### src/rtl/direction_input.sv
// -----------------------------------------------------------------------------
// direction_input
//
// Button front end for the snake game core. Five raw push buttons (four
// directions plus start) are synchronised into clk, debounced, and turned into
// press events on the rising edge of each debounced level. Direction press
// events update a latched one-hot movement code with reversal filtering. A
// start press emits a single-cycle pulse and clears the movement code.
//
// Parameters
//   DEBOUNCE_CYCLES : consecutive stable samples needed to accept a new level
//                     (must be >= 2)
//   BLOCK_REVERSE   : 1 = a press opposite the current direction is ignored
//
// Ports
//   clk          in   system clock, all logic on the rising edge
//   reset_n      in   asynchronous active-low reset
//   btn_up       in   raw up button, active-high, asynchronous to clk
//   btn_down     in   raw down button
//   btn_left     in   raw left button
//   btn_right    in   raw right button
//   btn_start    in   raw start button
//   movement     out  UP=0001 DOWN=0010 LEFT=0100 RIGHT=1000 none=0000
//   start        out  one-cycle pulse on an accepted start press
//   dir_change   out  one-cycle pulse coincident with every movement change
// -----------------------------------------------------------------------------
module direction_input #(
  parameter int DEBOUNCE_CYCLES = 1000000,
  parameter bit BLOCK_REVERSE   = 1'b1
) (
  input  logic       clk,
  input  logic       reset_n,
  input  logic       btn_up,
  input  logic       btn_down,
  input  logic       btn_left,
  input  logic       btn_right,
  input  logic       btn_start,
  output logic [3:0] movement,
  output logic       start,
  output logic       dir_change
);

  localparam int NBTN  = 5;
  localparam int CNT_W = $clog2(DEBOUNCE_CYCLES + 1);
  // The flip happens on the sample that would take the count to
  // DEBOUNCE_CYCLES, so the stored count tops out one below that.
  localparam logic [CNT_W-1:0] CNT_LAST = CNT_W'(DEBOUNCE_CYCLES - 1);

  // Bit order: 0=up, 1=down, 2=left, 3=right, 4=start. Bits 0..3 line up
  // with the one-hot movement encoding.
  logic [NBTN-1:0] btn_raw;
  assign btn_raw = {btn_start, btn_right, btn_left, btn_down, btn_up};

  wire [NBTN-1:0] press_w;

  // ---------------------------------------------------------------------------
  // Per-button synchroniser, debouncer and rising-edge detector
  // ---------------------------------------------------------------------------
  generate
    for (genvar gi = 0; gi < NBTN; gi++) begin : g_btn
      logic             sync1_q;
      logic             sync2_q;
      logic [CNT_W-1:0] cnt_q;
      logic [CNT_W-1:0] cnt_d;
      logic             level_q;
      logic             level_d;
      logic             level_prev_q;

      // Counter runs only while the synchronised input disagrees with the
      // accepted level; any agreeing sample restarts it, so glitches shorter
      // than DEBOUNCE_CYCLES never move the level.
      always_comb begin
        cnt_d   = '0;
        level_d = level_q;
        if (sync2_q != level_q) begin
          if (cnt_q == CNT_LAST) begin
            level_d = sync2_q;
          end else begin
            cnt_d = cnt_q + 1'b1;
          end
        end
      end

      always_ff @(posedge clk or negedge reset_n) begin
        if (!reset_n) begin
          sync1_q      <= 1'b0;
          sync2_q      <= 1'b0;
          cnt_q        <= '0;
          level_q      <= 1'b0;
          level_prev_q <= 1'b0;
        end else begin
          sync1_q      <= btn_raw[gi];
          sync2_q      <= sync1_q;
          cnt_q        <= cnt_d;
          level_q      <= level_d;
          level_prev_q <= level_q;
        end
      end

      // Press event only on a debounced 0->1; releases are ignored.
      assign press_w[gi] = level_q & ~level_prev_q;
    end
  endgenerate

  // ---------------------------------------------------------------------------
  // Direction selection and start handling
  // ---------------------------------------------------------------------------
  logic [3:0] movement_q, movement_d;
  logic       start_q, start_d;
  logic       dir_change_q, dir_change_d;

  logic [3:0] dir_press;
  logic [3:0] opposite;
  logic [3:0] blocked;
  logic [3:0] cand;
  logic [3:0] winner;
  logic       start_press;

  assign dir_press   = press_w[3:0];
  assign start_press = press_w[4];

  // Opposite pairs: up<->down (bits 0/1), left<->right (bits 2/3).
  // With movement=0000 this is 0000, so nothing is excluded for reversal.
  assign opposite = {movement_q[2], movement_q[3], movement_q[0], movement_q[1]};
  assign blocked  = movement_q | (BLOCK_REVERSE ? opposite : 4'b0000);
  assign cand     = dir_press & ~blocked;

  // Fixed priority UP > DOWN > LEFT > RIGHT.
  always_comb begin
    winner = 4'b0000;
    if (cand[0]) begin
      winner = 4'b0001;
    end else if (cand[1]) begin
      winner = 4'b0010;
    end else if (cand[2]) begin
      winner = 4'b0100;
    end else if (cand[3]) begin
      winner = 4'b1000;
    end
  end

  // Start takes precedence and discards any same-cycle direction press.
  always_comb begin
    movement_d   = movement_q;
    start_d      = 1'b0;
    dir_change_d = 1'b0;
    if (start_press) begin
      movement_d   = 4'b0000;
      start_d      = 1'b1;
      dir_change_d = |movement_q;
    end else if (|cand) begin
      movement_d   = winner;
      dir_change_d = 1'b1;
    end
  end

  always_ff @(posedge clk or negedge reset_n) begin
    if (!reset_n) begin
      movement_q   <= 4'b0000;
      start_q      <= 1'b0;
      dir_change_q <= 1'b0;
    end else begin
      movement_q   <= movement_d;
      start_q      <= start_d;
      dir_change_q <= dir_change_d;
    end
  end

  assign movement   = movement_q;
  assign start      = start_q;
  assign dir_change = dir_change_q;

endmodule
### config.mk
export PLATFORM = sky130hd
export DESIGN_NAME = direction_input
export DESIGN_NICKNAME = d
export VERILOG_FILES = /design/src/rtl/direction_input.sv
export SDC_FILE = /design/constraint.sdc
export NUM_CORES = 1
export LEC_CHECK = 0
export CAP_MARGIN = 0
export CORE_MARGIN = 2
export CORE_UTILIZATION = 50
export CTS_CLUSTER_DIAMETER = 80
export DETAILED_ROUTE_END_ITERATION = 7
export PLACE_DENSITY = 0.69
export SYNTH_ARGS = -nofsm -noshare
export SYNTH_HDL_FRONTEND = slang
export SYNTH_SLANG_ARGS = --single-unit
### constraint.sdc
create_clock -name clk -period 2.3 [get_ports clk]
set_clock_uncertainty 0.15 [all_clocks]
set_input_delay 0.23 -clock clk [delete_from_list [all_inputs] [get_ports clk]]
set_output_delay 0.23 -clock clk [all_outputs]
set_load 0.01 [all_outputs]
==> results.json, run 1 <==
{
  "yosysTopAreaCell": "dfrtp_1",
  "p_leak_nw": 2.866,
  "antenna_found_initial": 0,
  "placed_area_um2": 6287,
  "grt_util_all_layers_pct": 19.20,
  "h-tree-depth": 4,
  "clk_pin_slew_worst_paths_ns": 0.05,
  "fmax_ghz": 0.4465,
  "slew_headroom_pct": 59.32,
  "design_power_total_mw": 5.161,
  "overflow": 0,
  "syn-cell-area_um2": 5891,
  "post-route-cell-area_um2": 6928,
  "required_ns": 2.45,
  "wl_per_cell_um": 14.21,
  "ys_seq_elements": 126,
  "grt_pass1_vias": 4432,
  "coreArea_um2": 11470,
  "outcome": "finished clean",
  "vias": 4345,
  "ant_nets": 0,
  "clk_latency_ns": 0.41,
  "drt-pass1-iter-count": 4,
  "netlist-cell-type-count": 40,
  "dp_hpwl_um": 7222,
  "syn_to_final_growth_pct": 17.61,
  "synth_top_area_share_pct": 53.53,
  "num_antenna_cells": 0,
  "vdd_drop_max_uv": 838.6,
  "tightest_slew_ns": 0.6046,
  "slew_violations": 0,
  "grt_pass1_wl_um": 19580,
  "rsz0062_at_grt": "false",
  "synth_seq_area_share_pct": 53.53,
  "cap_violations": 0,
  "clockBufferDepth": 2,
  "hold_violations": 0,
  "crit_fanout": 3,
  "numCtsBuffers": 17,
  "critPathKind": "register to register",
  "synth_warnings": 0,
  "end_kind": "register",
  "rows": 39,
  "synthCells": 584,
  "io_buffers": 12,
  "cp-start-kind": "register",
  "min_period_ns": 2.240,
  "hp-class": "input port to register",
  "yosys-top-cells-area": "dfrtp_1 54%, xnor2_1 5.5%, nor2_1 4.7%",
  "post_cts_buffers": 0,
  "period_share_pct": 97.37,
  "cts-root-buf": "clkbuf_16",
  "cts_sinks": 126,
  "die_width_um": 112.5,
  "syn_nets": 596,
  "totalWireLength_um": 11020,
  "final_nets": 632,
  "vias_per_cell": 5.606,
  "grt_max_degree": 74,
  "ioPinCount": 13,
  "power.density_nw_per_um2": 745.0,
  "gp_congestion": 0.8142,
  "setup_viol": 0,
  "syn_avg_cell_area_um2": 10.09,
  "cts_tree": "yes",
  "worstPathArrival_ns": 2.39,
  "initial_utilization_pct": 51.37,
  "die_area_um2": 12670,
  "drive_gt1_share_pct": 12.66,
  "die_h_um": 112.5,
  "drc": 0,
  "drtIter0Drc": 337
}
## timing repair
| item | 4_1_cts | 5_1_grt |
|---|---|---|
| gates resized for setup | 0 | 4 |
| setup endpoints to repair | 0 | 2 |
| hold endpoints to repair | 126 | 0 |
| hold buffers | 1 | 0 |
## metal layers
metal	track usage (%)	wire (um)
met1	23.82	5049
met2	31.70	5438
met3	6.102	400
met4	6.911	128
met5	0	0
## registers in the layout (all words and copies together) (netlist names)
signal	cells
g_btn.level_prev_q	5
g_btn.sync1_q	5
movement	4
g_btn.level_q	5
start	1
g_btn.sync2_q	5
g_btn.cnt_q	100
dir_change	1
## metrics by stage
step / cells / setup TNS [ns] / utilization (%) / setup slack, ns / hold slack, ns
after floorplan: 584 / 0 / - / 0.1263 / -0.2156
after global placement: 743 / 0 / 54.83 / 0.1098 / 0.1078
after detailed placement: 743 / -0.005065 / 54.83 / -0.005065 / 0.1076
after CTS: 775 / 0 / 60.24 / 0.01175 / 0.08858
after global routing: 775 / 0 / 60.41 / 0.005718 / 0.08730
final: 775 / 0 / 60.41 / 0.06048 / 0.1071
## cell type report
cell class                      count  area (um^2)
Fill cell                         935         4539
Multi-Input combinational cell    424         2626
Clock buffer                       25        505.5
Tap cell                          143        178.9
Clock inverter                      6        105.1
Timing Repair Buffer               30        280.3
Inverter                           21        78.83
Sequential cell                   126         3153
## power by group
group	leakage [nW]	internal, mW	switching (mW)
logic	0.838	0.0537	0.0959
registers	1.73	2.25	0.0275
clock network	0.303	1.84	0.898
total	2.87	4.14	1.02
## final timing paths
check                                                  start  slack [ns]                            to  cells after the start
worst max-delay path            g_btn[1].cnt_q[11]$_DFF_PN0_        0.06  g_btn[1].level_q$_DFFE_PN0P_                      4
worst min-delay path                               btn_right        0.11    g_btn[3].sync1_q$_DFF_PN0_                      1
worst max register to register  g_btn[1].cnt_q[11]$_DFF_PN0_        0.06  g_btn[1].level_q$_DFFE_PN0P_                      4
worst min register to register    g_btn[4].sync1_q$_DFF_PN0_        0.20    g_btn[4].sync2_q$_DFF_PN0_                      0
max in group asynchronous                            reset_n        1.42   g_btn[3].cnt_q[2]$_DFF_PN0_                      3
min in group asynchronous                            reset_n        0.20  g_btn[0].cnt_q[17]$_DFF_PN0_                      3
## synth_stat cells (all sizes together)
library cell / number
o31ai: 9
mux2i: 2
o21ai: 24
a2bb2o: 1
xnor2: 37
clkbuf: 7
and2: 4
nand3: 38
nor4: 15
inv: 21
a22o: 1
a31o: 3
buf: 6
nand4: 25
nor3b: 1
mux2: 5
nor2: 85
nand2: 29
a21oi: 30
and3: 16
ha: 5
or4: 13
nand3b: 3
xor2: 27
nor2b: 2
nor3: 18
or2: 1
or4b: 5
or3: 15
dfrtp: 126
and4: 3
nor4b: 5
nand2b: 2
## worst max-delay path: stages, from the launching register on
cell	delay, ns
dfrtp_1	0.42
or4_1	0.51
or4_4	0.52
nor2_2	0.18
mux2_2	0.35
## cell families after synthesis
logic type	count (synthesis)	share of synthesized area (%)
flops	126	53.53
buf+inv	34	2.400
compound gates	68	6.691
simple gates	280	25.51
xor+xnor	64	9.516
mux	7	1.296
fa+ha+maj	5	1.062
## layout by cell type (no fill, tap or decap), types with 15 or more instances in the layout
master and instances:
inv_1 21, o21ai_0 21, buf_4 16, dfrtp_1 126
and3_1 16, nand2_1 29, xor2_1 27, nand4_1 25
nor2_1 74, a21oi_1 30, nor3_1 18, nor4_1 15
or3_1 15, clkbuf_16 17, nand3_1 35, xnor2_1 37
Power figures use the tool's default switching activity.
==> inputs of run 2 (changes only) <==
--- a/config.mk
+++ b/config.mk
@@ -11,6 +11,7 @@
 export CTS_CLUSTER_DIAMETER = 80
 export DETAILED_ROUTE_END_ITERATION = 7
 export PLACE_DENSITY = 0.69
+export RECOVER_POWER = 50
 export SYNTH_ARGS = -nofsm -noshare
 export SYNTH_HDL_FRONTEND = slang
 export SYNTH_SLANG_ARGS = --single-unit
==> run 2 against run 1 <==
First-iteration DRC count shrank 1.8%. Utilization shrank 0.27 points. Maximum frequency hardly changed. Sequential power about the same. Critical path depth unchanged. Largest cell class unchanged. Non-clock buffer count unchanged. Wire length down 0.21%. Via count about the same. Clock power hardly changed. Power fell by 0.18%. Worst setup slack about the same. Critical endpoint unchanged.
==> results.json, run 2 (synthesis results as in run 1) <==
{
  "grt_util_all_layers_pct": 19.20,
  "grtUsageMet3_pct": 6.102,
  "final_common_cell": "dfrtp_1",
  "outcome": "finished clean",
  "vdd_drop_max_uv": 838.3,
  "largest_reg_flops": 100,
  "totalWireLength_um": 10990,
  "rr_endpoint": "g_btn[1].level_q$_DFFE_PN0P_",
  "grt_max_degree": 74,
  "io_buffers": 12,
  "antenna_found_initial": 0,
  "grt_pass1_vias": 4432,
  "ioPinCount": 13,
  "dp_hpwl_um": 7222,
  "cts_tree": "yes",
  "crit_fanout": 3,
  "drc": 0,
  "cts_sinks": 126,
  "clk_pin_slew_worst_paths_ns": 0.05,
  "period_share_pct": 97.35,
  "critPathKind": "register to register",
  "drt-pass1-iter-count": 4,
  "min-delay-start": "g_btn[4].sync1_q$_DFF_PN0_",
  "num_antenna_cells": 0,
  "vias_per_cell": 5.604,
  "final_nets": 632,
  "required_ns": 2.45,
  "clk_latency_ns": 0.41,
  "grt_pass1_wl_um": 19580,
  "hold_violations": 0,
  "setup_viol": 0,
  "grtUsageMet1_pct": 23.82,
  "top_usage_layer": "met2",
  "clockBufferDepth": 2,
  "numCtsBuffers": 17,
  "die_width_um": 112.5,
  "regToRegSetupSlack_ns": 0.06,
  "wl_per_cell_um": 14.18,
  "cts-root-buf": "clkbuf_16",
  "cp-start-kind": "register",
  "overflow": 0,
  "worstPathArrival_ns": 2.39,
  "fin_hold_ws_ns": 0.1964,
  "drtIter0Drc": 331,
  "top_register": "g_btn.cnt_q",
  "slew_violations": 0,
  "critPathCapture": "g_btn[1].level_q$_DFFE_PN0P_",
  "slew_headroom_pct": 14.83,
  "initial_utilization_pct": 51.37,
  "p_leak_nw": 2.854,
  "fmax_ghz": 0.4466,
  "crit-reg2reg-launch": "g_btn[1].cnt_q[11]$_DFF_PN0_",
  "h-tree-depth": 4,
  "vias": 4343,
  "die_area_um2": 12670,
  "ant_nets": 0,
  "power.density_nw_per_um2": 747.0,
  "hp-class": "register to register",
  "mostFrequentLayoutCells": "126 x dfrtp_1, 74 x nor2_1, 37 x xnor2_1",
  "post_cts_buffers": 0,
  "rows": 39,
  "syn_to_final_growth_pct": 17.08,
  "rsz0062_at_grt": "false",
  "grt_use_met2_pct": 31.70,
  "design_power_total_mw": 5.152,
  "end_kind": "register",
  "cap_violations": 0,
  "worstSetupStartpoint": "g_btn[1].cnt_q[11]$_DFF_PN0_",
  "coreArea_um2": 11470,
  "tightest_slew_ns": 1.277,
  "gp_congestion": 0.8142,
  "drive_gt1_share_pct": 12.50,
  "worstRegToRegCells": 4,
  "min_period_ns": 2.239,
  "die_h_um": 112.5
}
run 2: metrics by stage:
stage          util [%]   TNS (ns)  area (um^2)  setup slack (ns)  instances
2_1_floorplan         -          0         5891            0.1263        584
3_3_place_gp      54.83          0         6287            0.1098        743
3_5_place_dp      54.83  -0.005065         6287         -0.005065        743
4_1_cts           60.24          0         6908           0.01175        775
5_1_grt           60.14          0         6897          0.005718        775
6_report          60.14          0         6897           0.06095        775
run 2: report_power, final:
part           internal [mW]  switching (mW)
Clock                   1.84           0.899
Combinational         0.0455          0.0947
Sequential              2.25          0.0276
run 2: repair_timing:
item,in CTS,in global routing
gates resized for setup,0,4
endpoints found under the setup margin,0,2
hold endpoints to repair,126,0
hold buffers,1,0
run 2: worst min-delay path by stage:
stage	endpoint	cells past startpoint	slack, ns
after global routing	g_btn[3].sync2_q$_DFF_PN0_	0	0.20
final	g_btn[4].sync2_q$_DFF_PN0_	0	0.20
after global placement	g_btn[0].cnt_q[17]$_DFF_PN0_	2	0.11
after CTS	g_btn[4].sync1_q$_DFF_PN0_	1	0.09
after detailed placement	g_btn[0].cnt_q[17]$_DFF_PN0_	2	0.11
after floorplan	dir_change$_DFF_PN0_	0	-0.22
run 2: layout make-up:
type / count / area [um^2]
Clock buffer: 25 / 505.5
Clock inverter: 6 / 105.1
Fill cell: 938 / 4571
Inverter: 21 / 78.83
Multi-Input combinational cell: 424 / 2626
Sequential cell: 126 / 3153
Tap cell: 143 / 178.9
Timing Repair Buffer: 30 / 249.0
run 2: layer usage:
metal	share of wire (%)	vias up
met5	0	-
met4	1.2	0
met3	3.6	14
met2	50	64
met1	46	2124
li1	-	2141
run 2: critical path, stage by stage, from the launching register on:
cell and delay (ns):
dfrtp_1 0.42, or4_1 0.50, or4_4 0.52, nor2_2 0.18, mux2_2 0.35
==> patch, RTL diff (flow settings as in run 2) <==
Remove the register `start_q`: a continuous assignment takes its place, so the output `start` follows one clock earlier.
--- a/src/rtl/direction_input.sv
+++ b/src/rtl/direction_input.sv
@@ -158,12 +158,12 @@
     if (!reset_n) begin
       movement_q   <= 4'b0000;
-      start_q      <= 1'b0;
       dir_change_q <= 1'b0;
     end else begin
       movement_q   <= movement_d;
-      start_q      <= start_d;
       dir_change_q <= dir_change_d;
     end
   end
+
+  assign start_q = start_d;
 
   assign movement   = movement_q;
Formal check against the unedited RTL: same outputs for any inputs over 10 cycles, from zero or initial values and one cycle with reset_n low; that may be too few to reach the edited logic, so the function may still have changed.
==> patch against run 2 <==
Routed wire length down 1.6%; sequential cell count down 1; first-iteration DRC count up 3.0%; area after synthesis shrank 0.42%; design area shrank 0.11%; power fell by 1.4%; cell count up 0.65%; die area down 0.41%; setup slack improved by 0.0075 ns; highest routed layer unchanged.
==> patch: results (changes against run 2) <==
- Post-synth ARST share: 100.0% (unchanged)
- CTS clk-pin slew, worst paths: 0.05 ns (about the same)
- Hold Buf Count CTS: 1 (unchanged)
- Largest net degree at the start of global routing: 46 (was 74)
- Maximum vdd drop: 0.0006114 V (was 0.0008383 V)
- Yosys warning count: 0 (unchanged)
- Vias in the first global route: 4349 (was 4432)
- Post CTS Setup Buffer Count: 0 (unchanged)
- Post-Place Worst Slack: 0.04220 ns (was -0.005065 ns)
- CTS root buffer: clkbuf_16 (unchanged)
- FF-to-FF path depth: 4 (unchanged)
- Syn Nets: 595 (was 596)
- Xor/xnor share of the synthesized area: 9.556% (was 9.516%)
- Max reg flops: 100 (unchanged)
- Critical path's largest stage delay: 0.52 ns (about the same)
- Dpl hpwl: 7483 um (was 7222 um)
- Leakage Power: 2.843 nW (was 2.854 nW)
- Compound-cell area share of the yosys netlist: 6.719% (was 6.691%)
- Top post-synthesis cells by count: dfrtp_1, nor2_1, xnor2_1 (unchanged)
- Area contributors post-synth: dfrtp_1, xnor2_1, nor2_1 (unchanged)
- Status: finished, final reports clean (unchanged)
- Final Net Count: 636 (was 632)
- Worst-case clock buffer depth: 2 (unchanged)
- Overall Global Routing Usage: 18.92% (was 19.20%)
- Slew Viols, Final: 0 (unchanged)
- H-tree depth: 4 (unchanged)
- # diodes: 0 (unchanged)
- First-pass GRT wire length: 19470 um (was 19580 um)
- GP Congestion: 0.8327 (was 0.8142)
- Drt first pass iters: 4 (unchanged)
- Slowest CP cell: or4_1 (was or4_4)
- DR vias: 4391 (was 4343)
- Adder-cell area share of the yosys netlist: 1.067% (was 1.062%)
- Post-synthesis sequential area ratio: 53.33% (was 53.53%)
- Fraction of layout instances using a drive strength above 1: 13.66% (was 12.50%)
- Slew headroom: 28.03% (was 14.83%)
- Net Sw Power: 1.042 mW (was 1.021 mW)
- Cell family with the largest share of critical-path delay: simple AND/OR/NAND/NOR gates (unchanged)
- 1st-iter DRT viols: 341 (was 331)
- PostCTS Resize Cnt: 0 (unchanged)
- Final WL: 10820 um (was 10990 um)
- Antenna violations before repair: 0 (unchanged)
- I/O Buffers: 12 (unchanged)
- Post-synthesis mux area share: 1.301% (was 1.296%)
- Clock Latency Late Sink: 0.41 ns (about the same)
- HP Class: reg -> reg (unchanged)
patch: layer usage:
layer / GRT usage (%) / wire length [um]
met1: 25.07 / 5109
met2: 30.08 / 5279
met3: 5.670 / 328
met4: 6.260 / 102
met5: 0 / 0
patch: cell families (layout without fill, tap and decap cells):
family                     after synthesis  in the layout
AOI/OAI and AO/OA                       68             68
DFF                                    125            125
adders and majority gates                5              5
muxes                                    7              7
buffers and inverters                   34             88
xor gates and xnor gates                64             64
and+or+nand+nor                        280            280
patch: final timing paths:
kind / slack [ns] / endpoint / start
worst min register to register: 0.20 / g_btn[0].sync2_q / g_btn[0].sync1_q
max in group asynchronous: 0.37 / g_btn[3].cnt_q[15] / reset_n
min in group asynchronous: 0.41 / g_btn[0].cnt_q[8] / reset_n
worst min-delay path: 0.20 / g_btn[0].sync2_q / g_btn[0].sync1_q
worst max-delay path: 0.07 / g_btn[1].level_q / g_btn[1].cnt_q[11]
worst max register to register: 0.07 / g_btn[1].level_q / g_btn[1].cnt_q[11]
patch: power by group through the flow:
stage / Combinational [mW] / Clock (mW) / Sequential (mW)
after global routing: 0.169 / 2.84 / 2.26
after floorplan: 0.0658 / 0 / 2.29
final: 0.143 / 2.68 / 2.26
after CTS: 0.155 / 2.73 / 2.26
after detailed placement: 0.153 / 0 / 2.30
after global placement: 0.148 / 0 / 2.29
patch: cell type report:
type | count | area, um2
clock buffer | 22 | 464.2
clock inverter | 10 | 138.9
fill | 960 | 4529
inverter | 21 | 78.83
multi-input combinational | 424 | 2616
sequential | 125 | 3129
tap | 143 | 178.9
timing repair buffer | 35 | 282.8
patch: stage by stage:
stage	power, mW	cell area (um2)	instances
after floorplan	2.356	5866	583
after CTS	5.146	6900	780
final	5.078	6889	780
after global placement	2.441	6287	747
after global routing	5.269	6889	780
after detailed placement	2.449	6287	747
